`config.mk`:
```
export PLATFORM = sky130hd
export DESIGN_NAME = commit_ctrl
export DESIGN_NICKNAME = d
export VERILOG_FILES = /design/src/rtl/commit_ctrl_pkg.sv /design/src/rtl/commit_ctrl_flush_timer.sv /design/src/rtl/commit_ctrl.sv
export SDC_FILE = /design/constraint.sdc
export NUM_CORES = 1
export LEC_CHECK = 0
export CORE_ASPECT_RATIO = 0.6
export CORE_MARGIN = 5
export CORE_UTILIZATION = 39
export DETAILED_ROUTE_END_ITERATION = 10
export PLACE_DENSITY_LB_ADDON = 0.08
export SLEW_MARGIN = 20
export SYNTH_ARGS = -nofsm -noshare
export SYNTH_HDL_FRONTEND = slang
export SYNTH_HIERARCHICAL = 1
export SYNTH_SLANG_ARGS = --single-unit
```
`constraint.sdc`:
```
create_clock -name clk -period 3.37 [get_ports clk]
set_clock_uncertainty 0.05 [all_clocks]
set_input_delay 0.5055 -clock clk [delete_from_list [all_inputs] [get_ports clk]]
set_output_delay 0.5055 -clock clk [all_outputs]
set_load 0.005 [all_outputs]
```
`src/rtl/commit_ctrl_pkg.sv`:
```
// Shared widths, state encoding and tag constants for the commit sequencer.
package commit_ctrl_pkg;

  localparam int unsigned NAME_W_D = 5;
  localparam int unsigned NICK_W_D = 4;
  localparam int unsigned DATA_W_D = 32;
  localparam int unsigned ADDR_W_D = 32;

  typedef logic [NAME_W_D-1:0] NameBus;
  typedef logic [NICK_W_D-1:0] NickBus;
  typedef logic [DATA_W_D-1:0] DataBus;
  typedef logic [ADDR_W_D-1:0] AddrBus;

  // Tag value meaning "no rename outstanding".
  localparam int unsigned NICK_NONE = 0;

  typedef enum logic [1:0] {
    IDLE,
    ST_WAIT,
    FLUSH
  } state_t;

endpackage

```
`src/rtl/commit_ctrl_flush_timer.sv`:
```
// Loadable countdown that advances only on rdy cycles; last flags the final count.
module commit_ctrl_flush_timer #(
  parameter int unsigned CNT_W = 2
) (
  input  logic             clk,
  input  logic             rst,
  input  logic             rdy,
  input  logic             load,
  input  logic [CNT_W-1:0] load_val,
  output logic             last
);

  logic [CNT_W-1:0] cnt;

  always_ff @(posedge clk) begin
    if (rst) begin
      cnt <= '0;
    end else if (rdy) begin
      if (load) begin
        cnt <= load_val;
      end else if (cnt != '0) begin
        cnt <= cnt - 1'b1;
      end
    end
  end

  assign last = (cnt == CNT_W'(1));

endmodule

```
`src/rtl/commit_ctrl.sv`:
```
// ROB-head retirement sequencer: RF commit, store hand-off to the LSB, mispredict flush/redirect.
module commit_ctrl
  import commit_ctrl_pkg::*;
#(
  parameter int unsigned NAME_W    = NAME_W_D,
  parameter int unsigned NICK_W    = NICK_W_D,
  parameter int unsigned DATA_W    = DATA_W_D,
  parameter int unsigned ADDR_W    = ADDR_W_D,
  parameter int unsigned FLUSH_CYC = 2
) (
  input  logic              clk,
  input  logic              rst,
  input  logic              rdy,
  input  logic              iROB_hd_valid,
  input  logic              iROB_hd_ready,
  input  logic [NICK_W-1:0] iROB_hd_nick,
  input  logic [NAME_W-1:0] iROB_hd_regnm,
  input  logic [DATA_W-1:0] iROB_hd_dt,
  input  logic              iROB_hd_store,
  input  logic              iROB_hd_mispred,
  input  logic [ADDR_W-1:0] iROB_hd_tgt,
  output logic              oROB_pop,
  output logic              oRF_en,
  output logic [NAME_W-1:0] oRF_regnm,
  output logic [DATA_W-1:0] oRF_dt,
  output logic [NICK_W-1:0] oRF_nick,
  output logic              oLSB_st_en,
  output logic [NICK_W-1:0] oLSB_st_nick,
  input  logic              iLSB_st_done,
  output logic              oClr,
  output logic              oPC_redir_en,
  output logic [ADDR_W-1:0] oPC_redir,
  output logic [31:0]       oCommit_cnt
);

  localparam int unsigned FL_W = $clog2(FLUSH_CYC + 1);

  state_t            state, state_nx;
  logic [31:0]       commit_cnt;
  logic [NICK_W-1:0] st_nick_q;
  logic              live;
  logic              commit;
  logic              st_latch;
  logic              flush_load;
  logic              flush_last;

  assign live   = rdy & ~rst;
  assign commit = iROB_hd_valid & iROB_hd_ready;

  always_ff @(posedge clk) begin
    if (rst) begin
      state      <= IDLE;
      commit_cnt <= '0;
      st_nick_q  <= NICK_W'(NICK_NONE);
    end else begin
      state <= state_nx;
      if (oROB_pop) commit_cnt <= commit_cnt + 32'd1;
      if (st_latch) st_nick_q <= iROB_hd_nick;
    end
  end

  // Everything is gated by live, so a frozen or resetting block shows all-zero outputs.
  always_comb begin
    state_nx     = state;
    oROB_pop     = 1'b0;
    oRF_en       = 1'b0;
    oRF_regnm    = '0;
    oRF_dt       = '0;
    oRF_nick     = '0;
    oLSB_st_en   = 1'b0;
    oLSB_st_nick = '0;
    oClr         = 1'b0;
    oPC_redir_en = 1'b0;
    oPC_redir    = '0;
    st_latch     = 1'b0;
    flush_load   = 1'b0;
    if (live) begin
      unique case (state)
        IDLE: begin
          if (commit) begin
            if (iROB_hd_store) begin
              oLSB_st_en   = 1'b1;
              oLSB_st_nick = iROB_hd_nick;
              st_latch     = 1'b1;
              state_nx     = ST_WAIT;
            end else begin
              oROB_pop = 1'b1;
              if (iROB_hd_regnm != '0) begin
                oRF_en    = 1'b1;
                oRF_regnm = iROB_hd_regnm;
                oRF_dt    = iROB_hd_dt;
                oRF_nick  = iROB_hd_nick;
              end
              if (iROB_hd_mispred) begin
                oClr         = 1'b1;
                oPC_redir_en = 1'b1;
                oPC_redir    = iROB_hd_tgt;
                flush_load   = 1'b1;
                state_nx     = FLUSH;
              end
            end
          end
        end
        ST_WAIT: begin
          oLSB_st_nick = st_nick_q;
          if (iLSB_st_done) begin
            oROB_pop = 1'b1;
            state_nx = IDLE;
          end
        end
        FLUSH: begin
          oClr = 1'b1;
          if (flush_last) state_nx = IDLE;
        end
        default: state_nx = IDLE;
      endcase
    end
  end

  assign oCommit_cnt = rst ? '0 : commit_cnt;

  commit_ctrl_flush_timer #(
    .CNT_W(FL_W)
  ) u_flush_timer (
    .clk     (clk),
    .rst     (rst),
    .rdy     (rdy),
    .load    (flush_load),
    .load_val(FL_W'(FLUSH_CYC)),
    .last    (flush_last)
  );

endmodule

```
==> reports/results.tsv <==
metric	value	unit
layout.cells.non_filler	669	
hpwlAfterDp	9000	um
synthMuxAreaShare	5.24	%
ys.flop_type	dfxtp_1	
r2r_cells	4	
synth_top_cell_area_share	27.5	%
postCtsSetupRepairBufs	0	
drive_gt1_share	7.08	%
synthesis.nets	461	
cts.sinks	40	
whs_path_depth	1	
die_h	77.0	um
worstMarginPinSlew	0.818	ns
crit_path_end_kind	primary output	
start_util	40.1	%
synth_top_family_by_area	simple AND/OR/NAND/NOR gates	
seq_area_frac_synth	27.5	%
crit_type	in -> out	
synth.area.top_cells	dfxtp_1 (27%), and2_1 (15%), nor2b_1 (6.4%)	
slew_viol_final	0	
cts_buffers	5	
ios	195	
synthCells	377	
period_share	93.9	%
placed_cell_area	4970	sq um
hold_path.class	reg -> reg	
dieArea	9360	sq um
n_antenna_cell	0	
fin_util	70.6	%
avgSynthCellArea	7.73	sq um
io_buffers	194	
peakVddDrop	182	uV
root_buffer	clkbuf_16	
synth_fa_ha_area_share	1.29	%
finalInstanceArea	5130	sq um
dp_cells	661	
worstPathRequired	2.81	ns
cts_resized	0	
ys_ff_latch	40	
power_density	234	nW/um^2
clk_pin_slew	0.06	ns
synth-simple-area-share	46.2	%
fillerInstances	625	
syn2layout_area_growth	76.0	%
cp-start-kind	primary input	
first_pass_iters	5	
p_leak	1.79	nW
synthXorXnorAreaFrac	0.902	%
syn_area	2910	sq um
synth-compound-area-share	13.4	%
via_per_inst	5.21	
drt_iter0_drc	282	
hold_violations	0	
grt_start_max_net_pins	49	
fmaxAchievable	0.316	GHz
drtAntennaViolNets	0	
grt_pass1_vias	3369	
synth_top_cell_by_area	dfxtp_1	
worstPathMaxFanout	14	
min_from	commit_cnt[4]	
grt_first_pass_wirelength	17600	um
hold_slack	0.440	ns
h-tree-depth	2	
post_synth_num_cell_types	51	
die_w	122	um
place.gp.congestion	0.953	
rsz0062_at_grt	false	
setup_violations	0	
crit_arrival	2.61	ns
outcome	finished clean	
core-area	7270	sq um
grtUsageTotal	23.0	%
row_count	24	
wl_per_cell	16.7	um
min_period	3.16	ns
async_reset_ff_share	0	%
tns	0	ns
overflow	0	
clock_path_buffers	2	
via_count	3486	
drc	0	
worstReg2RegStart	commit_cnt[17]	
fin_nets	648	
synth_edf_count	0	
drt-total-wl	11100	um
max-slew-margin-rel	45.2	%
insertion_delay	0.28	ns
cts_tree	done	
antenna_found_initial	0	
synth_warnings	6	
cap_violations	0	
cts_hold_buf	0	
startpoint	rdy	
-- synthesized netlist by cell type (all sizes together), types with 7 or more instances --
cell type  count
a21oi         19
nor2          30
or3            7
clkbuf        18
nor4           8
o21ai         15
or4            8
nand4         10
nor2b         30
and2          70
dfxtp         40
nand3          7
buf            8
nand2         15
mux2          10
inv            9
and3           7
-- worst max-delay path: stages --
cell             delay [ns]
clkdlybuf4s50_1        0.51
buf_4                  0.19
nor3b_4                0.21
and3_1                 0.20
buf_4                  0.19
a31oi_1                0.06
nor2_1                 0.18
clkdlybuf4s50_1        0.56
-- area by class of cell --
| type | count | area [sq um] | share of cell area, % |
|---|---|---|---|
| timing repair buffer | 206 | 2040 | 39.8 |
| multi-input combinational | 302 | 1960 | 38.2 |
| sequential | 40 | 801 | 15.6 |
| tap | 104 | 130 | 2.54 |
| clock buffer | 6 | 129 | 2.51 |
| clock inverter | 2 | 35.0 | 0.683 |
| inverter | 9 | 33.8 | 0.659 |
-- placed cells by master (no fill, tap or decap), types with 6 or more instances in the layout --
cell type and n:
dfxtp_1 40, and4_1 6, nand2_1 15, mux2_2 10, inv_1 9, nand3_1 7
clkdlybuf4s50_1 193, or3_1 7, nor2b_1 30, o21ai_0 15, nor4_1 7, buf_4 11
a21oi_1 19, nor2_1 30, and2_1 70, nand4_1 10, and3_1 7, or4_1 8
-- state kept, by name, summed over array words and instances (netlist names) --
name / flops
state: 2
u_flush_timer/cnt: 2
commit_cnt: 32
st_nick_q: 4
-- report_power, final --
part / leakage (nW) / switching, W / internal [W]
logic: 1.38 / 0.0000640 / 0.000122
registers: 0.322 / 0.00000466 / 0.000477
clock network: 0.0808 / 0.000184 / 0.000348
-- stage by stage --
| step | power [W] | setup WS [ns] |
|---|---|---|
| floorplan | 0.000547 | 0.926 |
| global placement | 0.000671 | 0.226 |
| detailed placement | 0.000677 | 0.204 |
| CTS | 0.00121 | 0.199 |
| global route | 0.00125 | 0.117 |
| finish | 0.00120 | 0.205 |
-- per-layer routing --
metal,GRT usage [%],up-vias,wire length [um]
li1,-,1705,-
met1,29.7,1600,4780
met2,39.1,164,5300
met3,5.51,17,878
met4,4.59,0,178
met5,0,-,0
-- final timing paths --
check / endpoint / slack [ns]
worst min register to register: commit_cnt[4] / 0.44
worst max-delay path: oClr / 0.21
worst min-delay path: commit_cnt[4] / 0.44
worst max register to register: commit_cnt[31] / 1.09
-- logic make-up after synthesis --
logic type,Yosys count
multiplexers,14
AO/OA/AOI/OAI,60
XOR/XNOR,3
other,2
AND/OR/NAND/NOR,220
flip-flops,40
adder cells (fa/ha/maj),3
buffers and inverters,35
Note: power is estimated with default switching activity, not from simulation.
